[src/rtl/sync_fifo_pkg.sv]
// Shared constants, types and helpers for the parametrised synchronous FIFO.
// Latency: n/a (declarations only).
// Backpressure: n/a (declarations only).
// Contents: default geometry, {wr,rd} request encoding, clog2 constant function.
package sync_fifo_pkg;

  localparam int DEF_DATA_W = 8;
  localparam int DEF_DEPTH  = 16;

  // Request decode of {wr_en, rd_en}
  typedef enum logic [1:0] {
    IDLE = 2'b00,
    RD   = 2'b01,
    WR   = 2'b10,
    RW   = 2'b11
  } req_e;

  // Ceiling log2, usable in parameter/localparam expressions
  function automatic int clog2(input int value);
    int r;
    r = 0;
    while ((1 << r) < value) begin
      r = r + 1;
    end
    return r;
  endfunction

endpackage

[src/rtl/sync_fifo_param_if.sv]
// Producer/consumer bundle for sync_fifo_param: write side, read side and status.
// Latency: n/a (wires only).
// Backpressure: full/empty tell the master when wr_en/rd_en will be ignored.
// Ports: master drives wr_en/data_in/rd_en; slave drives data_out/rd_valid/flags/count.
// With SYNC_FIFO_ERR_EN defined, adds err_clr (master) and overflow/underflow (slave).
interface sync_fifo_param_if
  import sync_fifo_pkg::*;
#(
  parameter int DATA_W = DEF_DATA_W,
  parameter int DEPTH  = DEF_DEPTH
);
  localparam int AW = clog2(DEPTH);

  logic              wr_en;
  logic [DATA_W-1:0] data_in;
  logic              rd_en;
  logic [DATA_W-1:0] data_out;
  logic              rd_valid;
  logic              full;
  logic              empty;
  logic              almost_full;
  logic              almost_empty;
  logic [AW:0]       count;
`ifdef SYNC_FIFO_ERR_EN
  logic              err_clr;
  logic              overflow;
  logic              underflow;

  modport master (
    output wr_en, data_in, rd_en, err_clr,
    input  data_out, rd_valid, full, empty, almost_full, almost_empty, count,
           overflow, underflow
  );

  modport slave (
    input  wr_en, data_in, rd_en, err_clr,
    output data_out, rd_valid, full, empty, almost_full, almost_empty, count,
           overflow, underflow
  );
`else
  modport master (
    output wr_en, data_in, rd_en,
    input  data_out, rd_valid, full, empty, almost_full, almost_empty, count
  );

  modport slave (
    input  wr_en, data_in, rd_en,
    output data_out, rd_valid, full, empty, almost_full, almost_empty, count
  );
`endif

endinterface

[src/rtl/sync_fifo_mem.sv]
// DEPTH x DATA_W simple dual-port storage array, no reset.
// Latency: write lands at the clock edge; read data registered, valid 1 cycle after rd_en_i.
// Backpressure: none; the caller only enables accepted accesses.
// Ports: clk; wr_en_i/wr_addr_i/wr_data_i write port; rd_en_i/rd_addr_i read port; rd_data_o.
module sync_fifo_mem
  import sync_fifo_pkg::*;
#(
  parameter int DATA_W = DEF_DATA_W,
  parameter int DEPTH  = DEF_DEPTH,
  localparam int AW    = clog2(DEPTH)
) (
  input  logic              clk,
  input  logic              wr_en_i,
  input  logic [AW-1:0]     wr_addr_i,
  input  logic [DATA_W-1:0] wr_data_i,
  input  logic              rd_en_i,
  input  logic [AW-1:0]     rd_addr_i,
  output logic [DATA_W-1:0] rd_data_o
);

  logic [DATA_W-1:0] mem_q [DEPTH];
  logic [DATA_W-1:0] rd_data_q;

  always_ff @(posedge clk) begin
    if (wr_en_i) begin
      mem_q[wr_addr_i] <= wr_data_i;
    end
    // Output register holds its value between reads
    if (rd_en_i) begin
      rd_data_q <= mem_q[rd_addr_i];
    end
  end

  assign rd_data_o = rd_data_q;

endmodule

[src/rtl/sync_fifo_param.sv]
// Parametrised single-clock FIFO with occupancy count, threshold flags and read-valid strobe.
// Latency: 1 cycle rd_en -> data_out/rd_valid; a written word is readable from the next edge.
// Backpressure: writes while full and reads while empty are dropped with no state change.
// Ports: clk, rst_n (async active-low); bus = sync_fifo_param_if.slave (write/read/status).
// Optional: define SYNC_FIFO_ERR_EN for sticky overflow/underflow flags cleared by err_clr.
module sync_fifo_param
  import sync_fifo_pkg::*;
#(
  parameter int DATA_W    = DEF_DATA_W,
  parameter int DEPTH     = DEF_DEPTH,
  parameter int AF_THRESH = DEPTH - 2,
  parameter int AE_THRESH = 2
) (
  input  logic             clk,
  input  logic             rst_n,
  sync_fifo_param_if.slave bus
);

  localparam int AW = clog2(DEPTH);
  localparam logic [AW:0] DEPTH_C = (AW+1)'(DEPTH);
  localparam logic [AW:0] AF_C    = (AW+1)'(AF_THRESH);
  localparam logic [AW:0] AE_C    = (AW+1)'(AE_THRESH);

  logic [AW-1:0]     wr_ptr_q, wr_ptr_d;
  logic [AW-1:0]     rd_ptr_q, rd_ptr_d;
  logic [AW:0]       count_q, count_d;
  logic              rd_valid_q, rd_valid_d;
  // Set by the first read after reset; masks the unreset memory output register
  logic              dout_seen_q, dout_seen_d;
  logic              full, empty;
  logic              wr_acc, rd_acc;
  req_e              req;
  logic [DATA_W-1:0] mem_rd_data;

  assign full  = (count_q == DEPTH_C);
  assign empty = (count_q == '0);

  // Request decode: a request is only accepted when the FIFO can honour it
  assign req = req_e'({bus.wr_en, bus.rd_en});

  always_comb begin
    wr_acc = 1'b0;
    rd_acc = 1'b0;
    unique case (req)
      IDLE: ;
      RD:   rd_acc = ~empty;
      WR:   wr_acc = ~full;
      RW: begin
        // Empty: write only. Full: read only. Otherwise both.
        wr_acc = ~full;
        rd_acc = ~empty;
      end
      default: ;
    endcase
  end

  always_comb begin
    wr_ptr_d    = wr_acc ? wr_ptr_q + AW'(1) : wr_ptr_q;
    rd_ptr_d    = rd_acc ? rd_ptr_q + AW'(1) : rd_ptr_q;
    rd_valid_d  = rd_acc;
    dout_seen_d = dout_seen_q | rd_acc;
    count_d     = count_q;
    unique case ({wr_acc, rd_acc})
      2'b10:   count_d = count_q + (AW+1)'(1);
      2'b01:   count_d = count_q - (AW+1)'(1);
      default: count_d = count_q;
    endcase
  end

  always_ff @(posedge clk or negedge rst_n) begin
    if (!rst_n) begin
      wr_ptr_q    <= '0;
      rd_ptr_q    <= '0;
      count_q     <= '0;
      rd_valid_q  <= 1'b0;
      dout_seen_q <= 1'b0;
    end else begin
      wr_ptr_q    <= wr_ptr_d;
      rd_ptr_q    <= rd_ptr_d;
      count_q     <= count_d;
      rd_valid_q  <= rd_valid_d;
      dout_seen_q <= dout_seen_d;
    end
  end

  sync_fifo_mem #(
    .DATA_W (DATA_W),
    .DEPTH  (DEPTH)
  ) u_mem (
    .clk       (clk),
    .wr_en_i   (wr_acc),
    .wr_addr_i (wr_ptr_q),
    .wr_data_i (bus.data_in),
    .rd_en_i   (rd_acc),
    .rd_addr_i (rd_ptr_q),
    .rd_data_o (mem_rd_data)
  );

  assign bus.data_out     = dout_seen_q ? mem_rd_data : '0;
  assign bus.rd_valid     = rd_valid_q;
  assign bus.full         = full;
  assign bus.empty        = empty;
  assign bus.almost_full  = (count_q >= AF_C);
  assign bus.almost_empty = (count_q <= AE_C);
  assign bus.count        = count_q;

`ifdef SYNC_FIFO_ERR_EN
  logic ovf_q, ovf_d;
  logic udf_q, udf_d;

  // Sticky; a new error in the clearing cycle keeps the flag set
  assign ovf_d = (bus.wr_en & full)  | (ovf_q & ~bus.err_clr);
  assign udf_d = (bus.rd_en & empty) | (udf_q & ~bus.err_clr);

  always_ff @(posedge clk or negedge rst_n) begin
    if (!rst_n) begin
      ovf_q <= 1'b0;
      udf_q <= 1'b0;
    end else begin
      ovf_q <= ovf_d;
      udf_q <= udf_d;
    end
  end

  assign bus.overflow  = ovf_q;
  assign bus.underflow = udf_q;
`endif

endmodule

[src/flat_wrapper.sv]
// flat-port wrapper written by rule: the top's interface ports become plain ports
module sync_fifo_param_flat import sync_fifo_pkg::*;
#(
  parameter int DATA_W    = DEF_DATA_W,
  parameter int DEPTH     = DEF_DEPTH,
  parameter int AF_THRESH = DEPTH - 2,
  parameter int AE_THRESH = 2
)
  (clk, rst_n, bus_wr_en, bus_data_in, bus_rd_en, bus_data_out, bus_rd_valid, bus_full, bus_empty, bus_almost_full, bus_almost_empty, bus_count);
  sync_fifo_param_if #(.DATA_W(DATA_W), .DEPTH(DEPTH)) bus_i ();
  input  logic clk;
  input  logic rst_n;
  input wire logic [$bits(bus_i.wr_en)-1:0] bus_wr_en;
  input wire logic [$bits(bus_i.data_in)-1:0] bus_data_in;
  input wire logic [$bits(bus_i.rd_en)-1:0] bus_rd_en;
  output wire logic [$bits(bus_i.data_out)-1:0] bus_data_out;
  output wire logic [$bits(bus_i.rd_valid)-1:0] bus_rd_valid;
  output wire logic [$bits(bus_i.full)-1:0] bus_full;
  output wire logic [$bits(bus_i.empty)-1:0] bus_empty;
  output wire logic [$bits(bus_i.almost_full)-1:0] bus_almost_full;
  output wire logic [$bits(bus_i.almost_empty)-1:0] bus_almost_empty;
  output wire logic [$bits(bus_i.count)-1:0] bus_count;
  assign bus_i.wr_en = bus_wr_en;
  assign bus_i.data_in = bus_data_in;
  assign bus_i.rd_en = bus_rd_en;
  assign bus_data_out = bus_i.data_out;
  assign bus_rd_valid = bus_i.rd_valid;
  assign bus_full = bus_i.full;
  assign bus_empty = bus_i.empty;
  assign bus_almost_full = bus_i.almost_full;
  assign bus_almost_empty = bus_i.almost_empty;
  assign bus_count = bus_i.count;
  sync_fifo_param #(.DATA_W(DATA_W), .DEPTH(DEPTH), .AF_THRESH(AF_THRESH), .AE_THRESH(AE_THRESH)) u_core (.clk(clk), .rst_n(rst_n), .bus(bus_i));
endmodule
[config.mk]
export PLATFORM = sky130hd
export DESIGN_NAME = sync_fifo_param_flat
export DESIGN_NICKNAME = d
export VERILOG_FILES = /design/src/rtl/sync_fifo_pkg.sv /design/src/rtl/sync_fifo_param_if.sv /design/src/rtl/sync_fifo_mem.sv /design/src/rtl/sync_fifo_param.sv /design/src/flat_wrapper.sv
export SDC_FILE = /design/constraint.sdc
export NUM_CORES = 1
export LEC_CHECK = 0
export CELL_PAD_IN_SITES_DETAIL_PLACEMENT = 0
export CELL_PAD_IN_SITES_GLOBAL_PLACEMENT = 1
export CORE_MARGIN = 3
export CORE_UTILIZATION = 40
export DETAILED_ROUTE_END_ITERATION = 12
export PLACE_DENSITY = 0.61
export SLEW_MARGIN = 20
export SYNTH_ARGS = -nofsm -noshare
export SYNTH_HDL_FRONTEND = slang
export SYNTH_SLANG_ARGS = --single-unit
[constraint.sdc]
create_clock -name clk -period 5.3 [get_ports clk]
set_input_delay 1.59 -clock clk [delete_from_list [all_inputs] [get_ports clk]]
set_output_delay 1.59 -clock clk [all_outputs]
set_load 0.1 [all_outputs]
==> summary.md <==
| Metric | Value |
|---|---|
| Final hold violation count | `0` |
| Worst r2r src | `u_core.bus.count[1]$_DFFE_PN0P_` |
| Yosys top cell by area | `edfxtp_1` |
| Ant diodes | `0` |
| Clock Path Buffers | `2` |
| Largest net degree at the start of global routing | `33` |
| Number of global-route vias before repair | `around 3100` |
| Register bit total from synthesis | `between 150 and 200` |
| Final period util | `0.820` |
| DR DRC count | `0` |
| Placeable Area | `between 0.01 and 0.015 mm^2` |
| Clock sink total | `151` |
| Max Freq | `approximately 230 MHz` |
| Compound-gate portion of the synthesized area | `0.0639` |
| Setup violations, final | `0` |
| Setup ws final | `approximately 0.95 ns` |
| Multiplexer area fraction after synthesis | `0.111` |
| Most frequent cells in the layout | `edfxtp_1, mux2i_1, clkdlybuf4s50_1, nand2_1, clkbuf_16` |
| Outcome | `finished, final reports clean` |
| Max-slew violations | `0` |
| Worst path required time | `approximately 3.7 ns` |
| Total GRT Usage | `0.162` |
| CTS buffer count | `17` |
| Crit path to | `bus_empty` |
| Top Ports | `30` |
| Max_cap viols | `0` |
| Synthesized area per cell | `roughly 18 um^2` |
| Gr ovfl total | `0` |
| WL/cell | `about 22 um` |
| Simple-gate share of the synthesized area | `0.0486` |
| Die H | `about 130 um` |
| Cts hold-fix bufs | `0` |
| Largest family of logic cells by synthesized area | `multiplexers` |
| Crit-path max FO | `12` |
| Sequential area share after synthesis | `0.716` |
| Initial antenna violation count | `0` |
| Post-Syn Nets | `about 380` |
| Port Buf Inserts | `29` |
| Post-Route Skew | `~0.019 ns` |
| Resized cells post-CTS | `0` |
| Post-synth top area share | `0.656` |
| Post-synth EDFFs | `~140` |
| Flop2flop setup slack | `roughly 2.3 ns` |
| Routed wire length | `between 10 and 15 mm` |
| Rows | `44` |
| CTS tree | `yes` |
| Hpwl dp | `around 8.0 mm` |
| Min-Delay Path Class | `reg -> reg` |
| Layout Utilization | `0.488` |
| RSZ-0062 raised after global routing | `false` |
| Static Leak | `roughly 2.5 nW` |
| Hold_ws | `a little over 0.6 ns` |
| Synth area leaders | `edfxtp_1, dfrtp_1, mux4_2, mux2i_1, ha_1` |
| H-tree level count | `4` |
| Yosys cell types | `43` |
| Setup_tns | `0 ns` |
| Postcts setup bufs | `0` |
| Worst EP arrival | `about 2.8 ns` |
| GPL Wtd Cong | `about 0.73` |
| Worst Setup Start Kind | `flip-flop` |
| Post-synth top flop | `edfxtp_1` |
| Final min period | `about 4.3 ns` |
| Via Count | `3176` |
| Die Width | `131 um` |
| Initial core utilization | `0.419` |
| Global-route wire length before repair | `just under 20 mm` |
| WS Path Type | `reg -> out` |
| Worst-path clk slew | `roughly 0.06 ns` |
| VDD IR-drop max | `about 0.27 mV` |
| ANT nets after route | `0` |
| Critical Path Sink Type | `output pin` |
| Root Buffer | `clkbuf_16` |
| Total iterations of the first detailed-routing run | `5` |
| Synth Area in Adders | `0.0181` |
| Clk_lat worst skew | `roughly 0.42 ns` |
| Ys async rst share | `0.0993` |
| Worst-margin pin slew | `approximately 0.98 ns` |
| Pwr per Cell Area | `620 mW/mm^2` |
| Die area | `between 0.015 and 0.02 mm^2` |
| Synthesized area | `around 0.0062 mm^2` |
| Commonest non-fill, non-tap cell in the layout | `edfxtp_1` |
| DRT iter0 DRCs | `approximately 220` |
| Place WS | `around 1.2 ns` |
| Worst R2R End | `u_core.bus.count[4]$_DFFE_PN0P_` |
| Worst r2r path cells | `10` |
| Xor/xnor cell area share of the yosys netlist | `0.0155` |
| Area growth syn-to-layout | `16.6%` |
| Fraction of final layout cells sized beyond drive strength 1 | `0.168` |
| Via-to-Cell Ratio | `5.45` |
| Fin nets | `slightly above 400` |
| Relative slew slack | `0.347` |
| Cells after synthesis | `355` |
| Crit. Startpoint | `u_core.bus.count[1]$_DFFE_PN0P_` |
| Ys Warns | `0` |
## critical path, stage by stage, from the launching register on
cell and delay, ns:
dfrtp_1 0.52, or4_4 0.59, nor2_1 0.10, clkdlybuf4s50_1 1.13
## through the flow
step | std cells | total power, mW | instance area, um^2
3_5_place_dp | 552 | 3.31 | 6650
6_report | 583 | 4.51 | 7260
4_1_cts | 583 | 4.56 | 7260
5_1_grt | 583 | 4.73 | 7260
2_1_floorplan | 355 | 2.93 | 6230
3_3_place_gp | 552 | 3.30 | 6650
## report_power, final
part	switching, mW	internal (mW)	total (mW)
Sequential	0.214	1.51	1.72
Clock	0.455	0.785	1.24
Combinational	1.02	0.528	1.54
## Yosys cell counts, drive strengths merged, types with 2 or more instances
library cell    n
a21oi           3
o21ai          13
nor2b           2
mux4           16
edfxtp        136
nor2           15
buf            17
dfrtp          15
and2           10
xor2            4
a22oi           8
inv             6
clkbuf          4
nand2b          4
ha              9
mux2i          32
nor3            4
nand2          19
xnor2           7
a221oi         16
## kinds of logic after synthesis
kind of cell | count (synthesis)
compound gates | 48
xor+xnor | 11
fa+ha+maj | 9
buf+inv | 27
flops | 151
mux | 49
simple gates | 60
## state kept, by name, indices dropped and copies added, names as in the netlist
register,count
u_core.rd_ptr_q,4
u_core.bus.rd_valid,1
u_core.u_mem.rd_data_o,8
u_core.bus.count,5
u_core.wr_ptr_q,4
u_core.dout_seen_q,1
u_core.u_mem.mem_q,128
## how the worst min path moves through the flow
stage | depth (start not counted) | end | start | slack, ns
floorplan | 1 | u_core.dout_seen_q$_DFF_PN0_ | u_core.dout_seen_q$_DFF_PN0_ | 0.52
global placement | 1 | u_core.wr_ptr_q[3]$_DFFE_PN0P_ | u_core.wr_ptr_q[3]$_DFFE_PN0P_ | 0.62
detailed placement | 1 | u_core.wr_ptr_q[3]$_DFFE_PN0P_ | u_core.wr_ptr_q[3]$_DFFE_PN0P_ | 0.62
CTS | 1 | u_core.wr_ptr_q[3]$_DFFE_PN0P_ | u_core.wr_ptr_q[3]$_DFFE_PN0P_ | 0.63
global route | 2 | u_core.wr_ptr_q[3]$_DFFE_PN0P_ | u_core.wr_ptr_q[1]$_DFFE_PN0P_ | 0.66
finish | 1 | u_core.dout_seen_q$_DFF_PN0_ | u_core.dout_seen_q$_DFF_PN0_ | 0.61
## layer usage
layer / wire (um) / global-route usage
met5: 0 / 0
met4: 292 / 0.0702
met3: 719 / 0.0524
met2: 5810 / 0.237
met1: 5750 / 0.222
## cell type report
type                            instances  area [um^2]
Fill cell                            1243         7600
Sequential cell                       151         4460
Multi-Input combinational cell        177         1610
Clock buffer                           19          433
Timing Repair Buffer                   34          328
Tap cell                              184          230
Clock inverter                         12          176
Inverter                                6         22.5
Power figures use the tool's default switching activity.
